==> src/rtl/issue_station.sv <==
// issue_station: renaming issue station with a tagged register file, CDB wakeup and in-order-by-index dispatch.
// Optional macro ISSUE_BYPASS_EN: an issue may capture a same-cycle CDB result instead of stalling.
`ifndef REG_SIZE
`define REG_SIZE 4
`endif
`ifndef WORD_SIZE
`define WORD_SIZE 32
`endif
`ifndef UNIT_SIZE
`define UNIT_SIZE 8
`endif

module issue_station #(
    parameter int                    ENTRIES   = 4,
    parameter logic [`UNIT_SIZE-1:0] READY_TAG = 8'h7F
) (
    input  logic                         clk,
    input  logic                         rst,
    input  logic [2:0]                   unit,
    input  logic [`REG_SIZE-1:0]         reg1,
    input  logic [`REG_SIZE-1:0]         reg2,
    input  logic [`REG_SIZE-1:0]         reg3,
    input  logic                         hasimm,
    input  logic signed [`WORD_SIZE-1:0] imm,
    input  logic                         enable,
    output logic                         out,
    input  logic                         regread,
    input  logic [`REG_SIZE-1:0]         regin,
    output logic [`UNIT_SIZE-1:0]        regout,
    output logic signed [`WORD_SIZE-1:0] regoutrf,
    output logic                         dispatch_valid,
    input  logic                         dispatch_ready,
    output logic [2:0]                   dispatch_unit,
    output logic [`UNIT_SIZE-1:0]        dispatch_tag,
    output logic signed [`WORD_SIZE-1:0] dispatch_a,
    output logic signed [`WORD_SIZE-1:0] dispatch_b,
    output logic signed [`WORD_SIZE-1:0] dispatch_c,
    input  logic                         cdb_valid,
    input  logic [`UNIT_SIZE-1:0]        cdb_tag,
    input  logic signed [`WORD_SIZE-1:0] cdb_value
);
    localparam int RW    = `REG_SIZE;
    localparam int WW    = `WORD_SIZE;
    localparam int TW    = `UNIT_SIZE;
    localparam int NREGS = 1 << RW;
    localparam int IDX_W = (ENTRIES > 1) ? $clog2(ENTRIES) : 1;

    localparam logic [2:0] U_LW   = 3'd0;
    localparam logic [2:0] U_SW   = 3'd1;
    localparam logic [2:0] U_ADD  = 3'd2;
    localparam logic [2:0] U_MUL  = 3'd3;
    localparam logic [2:0] U_MV   = 3'd4;
    localparam logic [2:0] U_HALT = 3'd5;

    logic signed [WW-1:0] rf_val_q [NREGS];
    logic [TW-1:0]        rf_tag_q [NREGS];

    // Operand slots per entry: 0 = A, 1 = B, 2 = C (store data).
    logic [ENTRIES-1:0]   ent_vld_q;
    logic [ENTRIES-1:0]   ent_disp_q;
    logic [2:0]           ent_unit_q [ENTRIES];
    logic signed [WW-1:0] op_val_q   [ENTRIES][3];
    logic [TW-1:0]        op_tag_q   [ENTRIES][3];
    logic [2:0]           op_rdy_q   [ENTRIES];

    logic                 halted_q;
    logic                 disp_vld_q;
    logic [IDX_W-1:0]     disp_idx_q;
    logic [2:0]           disp_unit_q;
    logic signed [WW-1:0] disp_a_q, disp_b_q, disp_c_q;

    logic                 has_free, cdb_block, byp_en;
    logic                 accept, is_halt, do_alloc, do_rename, xfer, disp_load_d;
    logic [IDX_W-1:0]     alloc_idx;
    logic [RW-1:0]        src_reg [3];
    logic signed [WW-1:0] src_val [3];
    logic [TW-1:0]        src_tag [3];
    logic [2:0]           src_rdy;
    logic signed [WW-1:0] new_val [3];
    logic [TW-1:0]        new_tag [3];
    logic [2:0]           new_rdy;
    logic                 pick_vld;
    logic [IDX_W-1:0]     pick_idx;

    always_comb begin
        has_free  = 1'b0;
        alloc_idx = '0;
        for (int e = ENTRIES - 1; e >= 0; e--) begin
            if (!ent_vld_q[e]) begin
                has_free  = 1'b1;
                alloc_idx = IDX_W'(e);
            end
        end
    end

`ifdef ISSUE_BYPASS_EN
    assign cdb_block = 1'b0;
    assign byp_en    = cdb_valid;
`else
    assign cdb_block = cdb_valid;
    assign byp_en    = 1'b0;
`endif

    assign out       = halted_q | ~has_free | cdb_block;
    assign accept    = enable & ~out;
    assign is_halt   = (unit == U_HALT);
    assign do_alloc  = accept & ~is_halt;
    assign do_rename = do_alloc & ((unit == U_LW) | (unit == U_ADD) | (unit == U_MUL) | (unit == U_MV));
    assign xfer      = disp_vld_q & dispatch_ready;

    // Sources read the pre-rename register state; a same-cycle rename of reg1 only affects later issues.
    always_comb begin
        src_reg[0] = reg2;
        src_reg[1] = reg3;
        src_reg[2] = reg1;
        for (int k = 0; k < 3; k++) begin
            src_val[k] = rf_val_q[src_reg[k]];
            src_tag[k] = rf_tag_q[src_reg[k]];
            src_rdy[k] = (src_tag[k] == READY_TAG);
            if (!src_rdy[k] && byp_en && (src_tag[k] == cdb_tag)) begin
                src_val[k] = cdb_value;
                src_rdy[k] = 1'b1;
            end
        end
    end

    always_comb begin
        for (int k = 0; k < 3; k++) begin
            new_val[k] = '0;
            new_tag[k] = READY_TAG;
            new_rdy[k] = 1'b1;
        end
        if (unit == U_MV && hasimm) begin
            new_val[0] = imm;
        end else begin
            new_val[0] = src_val[0];
            new_tag[0] = src_tag[0];
            new_rdy[0] = src_rdy[0];
        end
        if (unit != U_MV) begin
            if (hasimm) begin
                new_val[1] = imm;
            end else begin
                new_val[1] = src_val[1];
                new_tag[1] = src_tag[1];
                new_rdy[1] = src_rdy[1];
            end
        end
        if (unit == U_SW) begin
            new_val[2] = src_val[2];
            new_tag[2] = src_tag[2];
            new_rdy[2] = src_rdy[2];
        end
    end

    // Candidates exclude the entry leaving this cycle and any entry the CDB is freeing.
    always_comb begin
        pick_vld = 1'b0;
        pick_idx = '0;
        for (int e = ENTRIES - 1; e >= 0; e--) begin
            if (ent_vld_q[e] && !ent_disp_q[e] && (&op_rdy_q[e]) &&
                !(xfer && (disp_idx_q == IDX_W'(e))) &&
                !(cdb_valid && (cdb_tag == TW'(e)))) begin
                pick_vld = 1'b1;
                pick_idx = IDX_W'(e);
            end
        end
    end

    always_ff @(posedge clk or posedge rst) begin
        if (rst) begin
            ent_vld_q  <= '0;
            ent_disp_q <= '0;
            for (int e = 0; e < ENTRIES; e++) begin
                ent_unit_q[e] <= '0;
                op_rdy_q[e]   <= '0;
                for (int k = 0; k < 3; k++) begin
                    op_val_q[e][k] <= '0;
                    op_tag_q[e][k] <= READY_TAG;
                end
            end
        end else begin
            for (int e = 0; e < ENTRIES; e++) begin
                for (int k = 0; k < 3; k++) begin
                    if (cdb_valid && ent_vld_q[e] && !op_rdy_q[e][k] && (op_tag_q[e][k] == cdb_tag)) begin
                        op_val_q[e][k] <= cdb_value;
                        op_rdy_q[e][k] <= 1'b1;
                    end
                end
                if (xfer && (disp_idx_q == IDX_W'(e))) begin
                    ent_disp_q[e] <= 1'b1;
                end
                if (cdb_valid && (cdb_tag == TW'(e))) begin
                    ent_vld_q[e] <= 1'b0;
                end
                if (do_alloc && (alloc_idx == IDX_W'(e))) begin
                    ent_vld_q[e]  <= 1'b1;
                    ent_disp_q[e] <= 1'b0;
                    ent_unit_q[e] <= unit;
                    op_rdy_q[e]   <= new_rdy;
                    for (int k = 0; k < 3; k++) begin
                        op_val_q[e][k] <= new_val[k];
                        op_tag_q[e][k] <= new_tag[k];
                    end
                end
            end
        end
    end

    // Rename is applied after the CDB update so it wins on the same register.
    always_ff @(posedge clk or posedge rst) begin
        if (rst) begin
            for (int r = 0; r < NREGS; r++) begin
                rf_val_q[r] <= '0;
                rf_tag_q[r] <= READY_TAG;
            end
        end else begin
            for (int r = 0; r < NREGS; r++) begin
                if (cdb_valid && (rf_tag_q[r] == cdb_tag)) begin
                    rf_val_q[r] <= cdb_value;
                    rf_tag_q[r] <= READY_TAG;
                end
                if (do_rename && (reg1 == RW'(r))) begin
                    rf_tag_q[r] <= TW'(alloc_idx);
                end
            end
        end
    end

    always_ff @(posedge clk or posedge rst) begin
        if (rst) begin
            halted_q <= 1'b0;
        end else if (accept && is_halt) begin
            halted_q <= 1'b1;
        end
    end

    assign disp_load_d = ~disp_vld_q | dispatch_ready;

    always_ff @(posedge clk or posedge rst) begin
        if (rst) begin
            disp_vld_q  <= 1'b0;
            disp_idx_q  <= '0;
            disp_unit_q <= '0;
            disp_a_q    <= '0;
            disp_b_q    <= '0;
            disp_c_q    <= '0;
        end else if (disp_load_d) begin
            disp_vld_q  <= pick_vld;
            disp_idx_q  <= pick_idx;
            disp_unit_q <= ent_unit_q[pick_idx];
            disp_a_q    <= op_val_q[pick_idx][0];
            disp_b_q    <= op_val_q[pick_idx][1];
            disp_c_q    <= op_val_q[pick_idx][2];
        end
    end

    assign dispatch_valid = disp_vld_q;
    assign dispatch_unit  = disp_unit_q;
    assign dispatch_tag   = TW'(disp_idx_q);
    assign dispatch_a     = disp_a_q;
    assign dispatch_b     = disp_b_q;
    assign dispatch_c     = disp_c_q;

    assign regout   = regread ? rf_tag_q[regin] : '0;
    assign regoutrf = regread ? rf_val_q[regin] : '0;

endmodule
==> config.mk <==
export PLATFORM = sky130hd
export DESIGN_NAME = issue_station
export DESIGN_NICKNAME = d
export VERILOG_FILES = /design/src/rtl/issue_station.sv
export SDC_FILE = /design/constraint.sdc
export NUM_CORES = 2
export LEC_CHECK = 0
export ABC_AREA = 0
export BUFFER_PORTS_ARGS = -buffer_cell sky130_fd_sc_hd__buf_2
export CAP_MARGIN = 5
export CORE_MARGIN = 3
export CORE_UTILIZATION = 61
export DETAILED_ROUTE_END_ITERATION = 7
export GPL_ROUTABILITY_DRIVEN = 0
export GPL_TIMING_DRIVEN = 0
export PLACE_DENSITY = 0.79
export RECOVER_POWER = 50
export SYNTH_ARGS = -nofsm -noshare
export SYNTH_HDL_FRONTEND = slang
export SYNTH_SLANG_ARGS = --single-unit
==> constraint.sdc <==
create_clock -name clk -period 56.3 [get_ports clk]
set_input_delay 11.26 -clock clk [delete_from_list [all_inputs] [get_ports clk]]
set_output_delay 11.26 -clock clk [all_outputs]
set_load 0.05 [all_outputs]
### Word-level counts from Yosys, hierarchy flattened

Index checks and enable logic that the tools add are counted.
Widths: inputs -> output; s select.

| storage, ports and cells | value |
|---|---|
| bits in registers | 1,255 |
| latch bits | 0 |
| RAM bits | 0 |
| bits in read-only memories | 0 |
| input port bits | 98 |
| output and inout port bits | 149 |
| word-level logic and storage cells | 471 |
| memories | 0 |

| cells by class | value |
|---|---|
| add/subtract/negate cells | 0 |
| $mul | 0 |
| divide/modulo/power cells | 0 |
| magnitude comparators | 5 |
| equal/unequal tests | 61 |
| shifts and indexed selects | 0 |
| mux-type cells | 140 |
| bitwise operators | 19 |
| reductions and logical operators | 159 |

Operators by type and width:

| kind | count |
|---|---|
| $mux 32 | 25 |
| $mux 96 | 6 |
| $bmux 32 s4 | 4 |
| $mux 8 | 45 |
| $eq 8x8->1 | 28 |
| $bmux 96 s2 | 1 |
| $bmux 8 s4 | 4 |
| $logic_and 1x1->1 | 90 |
| $reduce_bool 2->1 | 36 |
| $mux 1 | 40 |
| $eq 4x4->1 const B | 8 |
| $eq 8x7->1 const B | 3 |
| $logic_not 1->1 | 24 |
| $ge 5x5->1 const B | 4 |
| $not 4->5 | 4 |
| $mux 3 | 6 |
| $eq 4x3->1 const B | 4 |
| $eq 8x2->1 const B | 2 |
| $mux 2 | 8 |
| $reduce_and 3->1 | 4 |
| $eq 2x2->1 const B | 4 |
| $eq 4x2->1 const B | 2 |
| $eq 8x1->1 const B | 1 |
| $logic_not 8->1 | 1 |
| 15 further kinds | 30 |

### Logic depth before layout (Yosys ltp)

| depth | value |
|---|---|
| depth in word-level cells | 13 |
| mapped depth | 10 |
| mapped depth without buffers | 6 |

### Worst setup path after synthesis

OpenSTA, ideal clock, no wires.

| timing path | value |
|---|---|
| kind | input to output |
| from | in regin[0] |
| to | out regout[3] |
| arrival time | 13.875 ns |
| required time | 45.040 ns |
| path slack | 31.165 ns |
| stages | 7 |
| buffers on the path | 4 |
| cell sequence | clkbuf_1 clkbuf_1 buf_1 mux4_2 mux4_2 and2_1 buf_4 |

| between the ends | value |
|---|---|
| longest elaborated chain between the ends | 5 |

RTL lines:

| element | RTL line | RTL |
|---|---|---|
| start: declaration | 28 | `` input logic [`REG_SIZE-1:0] regin, `` |
| $not 4->5 (not written as such) | 265 | `assign regout = regread ? rf_tag_q[regin] : '0;` |
| $bmux 8 s4 | 265 |  |
| $mux 8 (not written as such) (2 in a row) | 265 |  |
| $mux 8 | 265 |  |
| end: declaration | 29 | `` output logic [`UNIT_SIZE-1:0] regout, `` |

Every way passes these cells. The select of a mux whose other input is x is not followed.

==> summary.md <==
| Metric | Value |
|---|---|
| Outcome | finished with violations |
| Failing checks | max-capacitance violations, max-slew violations |
| Primary FF master, synth | dfrtp_1 |
| Largest family of logic cells by synthesized area | multiplexers |
| Peak VDD IR | approximately 0.027 mV |
| Top cells by area, synth | dfrtp_1, mux4_2, mux2i_1 |
| Mux contribution to synthesized area | about two fifths |
| Max-slew violation count | slightly above 1000 |
| Die width | about 340 um |
| # rows | approximately 120 |
| DRC violations left | 0 |
| Area Overhead vs Synth | 10.5% |
| Yosys top cell area share | between 30% and 40% |
| CTS sink count | 1115 |
| Least-Margin Pin Slew | 6980 ps |
| Via count | ~54000 |
| WL per Instance | about 35 um |
| Gr ovfl total | 0 |
| Clk pin slew, worst setup/hold paths | approximately 60 ps |
| Worst Path Max Fanout | approximately 110 |
| Hold Startpoint | op_tag_q[80] |
| Worst hold stages | 2 |
| First-pass GRT wire length | about 360 mm |
| R2R Path Start | ent_vld_q[2] |
| Hold Crit Class | register to register |
| WHS Endpoint | op_tag_q[80] |
| TritonCTS Buffers | 120 |
| CTS tree | done |
| Multi-input gate area | approximately 38000 um^2 |
| Post-Synth XOR/XNOR Area | 0.724% |
| Largest area contributor in the netlist | dfrtp_1 |
| Tot Pwr | ~0.0027 W |
| CTS root buffer | clkbuf_16 |
| Synth Area in Adders | 0% |
| Detailed placer's ending HPWL | 185 mm |
| Reg-to-Reg End | op_val_q[380] |
| Worst Path Arrival | roughly 33000 ps |
| Die area | 115000 um^2 |
| Initial drt markers | roughly 8900 |
| # Post-CTS Setup Buffers | 0 |
| Final cycle utilization of the critical path | roughly three fifths |
| Final setup vio count | 0 |
| Lkg Pwr | 34.8 nW |
| Total GRT Usage | 42.9% |
| Cts hold-fix bufs | 0 |
| Post-synthesis compound-gate area fraction | between 7 and 8% |
| Clock Latency Late Sink | around 740 ps |
| Simple-gate share of the synthesized area | 6.70% |
| Kind of end point of the critical path | async pin |
| Top Ports | approximately 250 |
| Post-synth ARST share | 100% |
| Vias in the first global route | 53800 |
| Power per Cell Area | between 30 and 40 nW/um^2 |
| Min Tclk post-route | ~34000 ps |
| H-tree Lvls | 3 |
| Layout Skew | between 20 and 30 ps |
| FF-to-FF setup slack | 52110 ps |
| Final WL | ~250 mm |
| Core area | 110000 um^2 |
| Largest net degree at the start of global routing | around 130 |
| Sequential fraction of the synthesis area | around two fifths |
| Mean Syn Cell Area | 12.9 um^2 |
| Initial antenna violation count | 20 |
| DR pass1 iterations | 8 |
| Final setup TNS | 0 ps |
| Initial Util | about 62% |
| Die height | 339 um |
| Worst setup SP type | input pin |
| Yosys cell types | 53 |
| Fillcell total | roughly 7800 |
| FF-to-FF path depth | 9 |
| PostCTS Resize Cnt | 0 |
| Port Buffers | around 190 |
| Cell count after synthesis | around 5300 |
| Max Cap Violations | 11 |
| FF/Latch Area | 28000 um^2 |
| Final hold viol count | 0 |
| Clock Path Buffers | 3 |
| Synth Warn # | 0 |
| Routed vias/inst | 7.49 |
| RSZ-0062 raised after global routing | false |
| Post-synth EDFFs | 0 |
| Finished Cell Area | roughly 75000 um^2 |
| Placed inst area | between 70000 and 80000 um^2 |
| FMAX | ~30 MHz |
| CP Class | input pin to async pin |
| Nets | 5715 |
| Area of the mapped netlist | just under 70000 um^2 |
| Setup crit start | rst |
| Req. time, crit path | between 50000 and 60000 ps |
| Post-route ant nets | 0 |
| Relative slew slack | -366% |
| Share of post-route cells with drive strength above 1 | around 28% |
| Yosys reg bits | roughly 1100 |
cell families (layout without fill, tap and decap cells):
| kind of cell | count (synthesis) | count (layout) |
|---|---|---|
| muxes | 1811 | 1811 |
| DFF | 1115 | 1115 |
| and+or+nand+nor | 975 | 975 |
| AOI/OAI and AO/OA | 721 | 721 |
| buffers and inverters | 596 | 1031 |
| xor gates and xnor gates | 56 | 56 |
| other | 1 | 23 |
stage by stage:
| stage | util, % | hold WS (ps) | worst slack (ps) | cells |
|---|---|---|---|---|
| 4_1_cts | 68.5 | 466 | 30200 | 7183 |
| 5_1_grt | 68.3 | 477 | 18860 | 7198 |
| 6_report | 68.3 | 464 | 22650 | 7208 |
| 3_3_place_gp | 64.4 | 452 | 1710 | 6948 |
| 3_5_place_dp | 64.7 | 456 | 30220 | 6962 |
| 2_1_floorplan | - | 444 | 13780 | 5281 |
report_power, final:
part	switching (W)	internal, W
clock	0.000352	0.000491
sequential	0.000149	0.000973
combinational	0.000458	0.000302
total	0.000960	0.00177
worst max-delay path by stage:
| stage | to | slack, ps | depth (start not counted) |
|---|---|---|---|
| 2_1_floorplan | disp_idx_q[0] | 13780 | 1 |
| 3_3_place_gp | rf_val_q[143] | 1710 | 2 |
| 3_5_place_dp | regout[4] | 30220 | 8 |
| 4_1_cts | regout[4] | 30200 | 8 |
| 5_1_grt | rf_val_q[142] | 18860 | 7 |
| 6_report | rf_val_q[239] | 22650 | 7 |
routing by layer:
| layer | GRT usage (%) | vias to the layer above | wire length [um] |
|---|---|---|---|
| met3 | 19.3 | 1265 | 39100 |
| met2 | 63.6 | 4899 | 111000 |
| li1 | - | 20900 | - |
| met5 | 0.292 | - | 101 |
| met1 | 49.9 | 26900 | 80000 |
| met4 | 30.0 | 14 | 21300 |
layout by cell type (no fill, tap or decap), types with 6 or more instances in the layout:
cell and n:
clkbuf_1 565, inv_1 8, a221o_1 96, clkbuf_16 121
a211oi_1 73, mux2i_1 605, and2_1 197, diode_2 16
a21o_1 37, clkbuf_8 26, nor3b_1 10, buf_1 135
a22oi_1 6, dfrtp_1 1031, a21oi_1 221, nand2b_1 8
mux2_2 512, buf_2 93, a21boi_0 31, nor4_1 13
bufinv_16 14, conb_1 7, buf_8 9, nand3_1 111
nand2_1 527, nor3_1 27, mux4_2 693, o21ai_0 139
buf_4 11, nor2_1 45, dfstp_2 84, clkinv_2 25
o32a_1 96, xor2_1 56
flip-flops by register name, summed over array words and instances (netlist names):
name and flops:
rf_val_q 512, op_val_q 384, rf_tag_q 48, op_tag_q 36, dispatch_a 32, dispatch_b 32, dispatch_c 32, ent_unit_q 12
op_rdy_q 12, ent_disp_q 4, ent_vld_q 4, dispatch_unit 3, disp_idx_q 2, dispatch_valid 1, halted_q 1
cell type report:
cell class / instances / area share, %
multi-input combinational: 3570 / 50.1
timing repair buffer: 214 / 1.40
inverter: 9 / 0.0468
tap: 1476 / 2.47
buffer: 587 / 3.04
antenna: 16 / 0.0534
sequential: 1115 / 37.4
clock inverter: 51 / 0.892
clock buffer: 170 / 4.63
critical path, stage by stage:
cell	delay (ps)
buf_2	100
clkinvlp_2	2230
clkbuf_1	3920
clkbuf_1	3790
clkbuf_1	4090
clkbuf_1	4340
clkbuf_1	3330
Yosys cell counts, types with 4 or more instances:
cell type	number
buf_2	8
a211oi_1	73
a221o_1	96
and2_1	199
nor3b_1	12
o21ai_0	139
nand3_1	111
mux2i_1	605
xor2_1	56
a21boi_0	31
nand2b_1	8
or2_2	5
or3_1	4
nor2_1	45
buf_4	11
clkbuf_1	415
mux4_2	693
buf_1	150
o32a_1	96
dfstp_2	84
a21o_1	37
nor2b_1	5
nand3b_1	5
a21oi_1	221
mux2_2	513
nor4_1	13
nand2_1	527
a22oi_1	6
dfrtp_1	1031
a31oi_1	4
inv_1	9
nor3_1	29
Power figures use the tool's default switching activity.
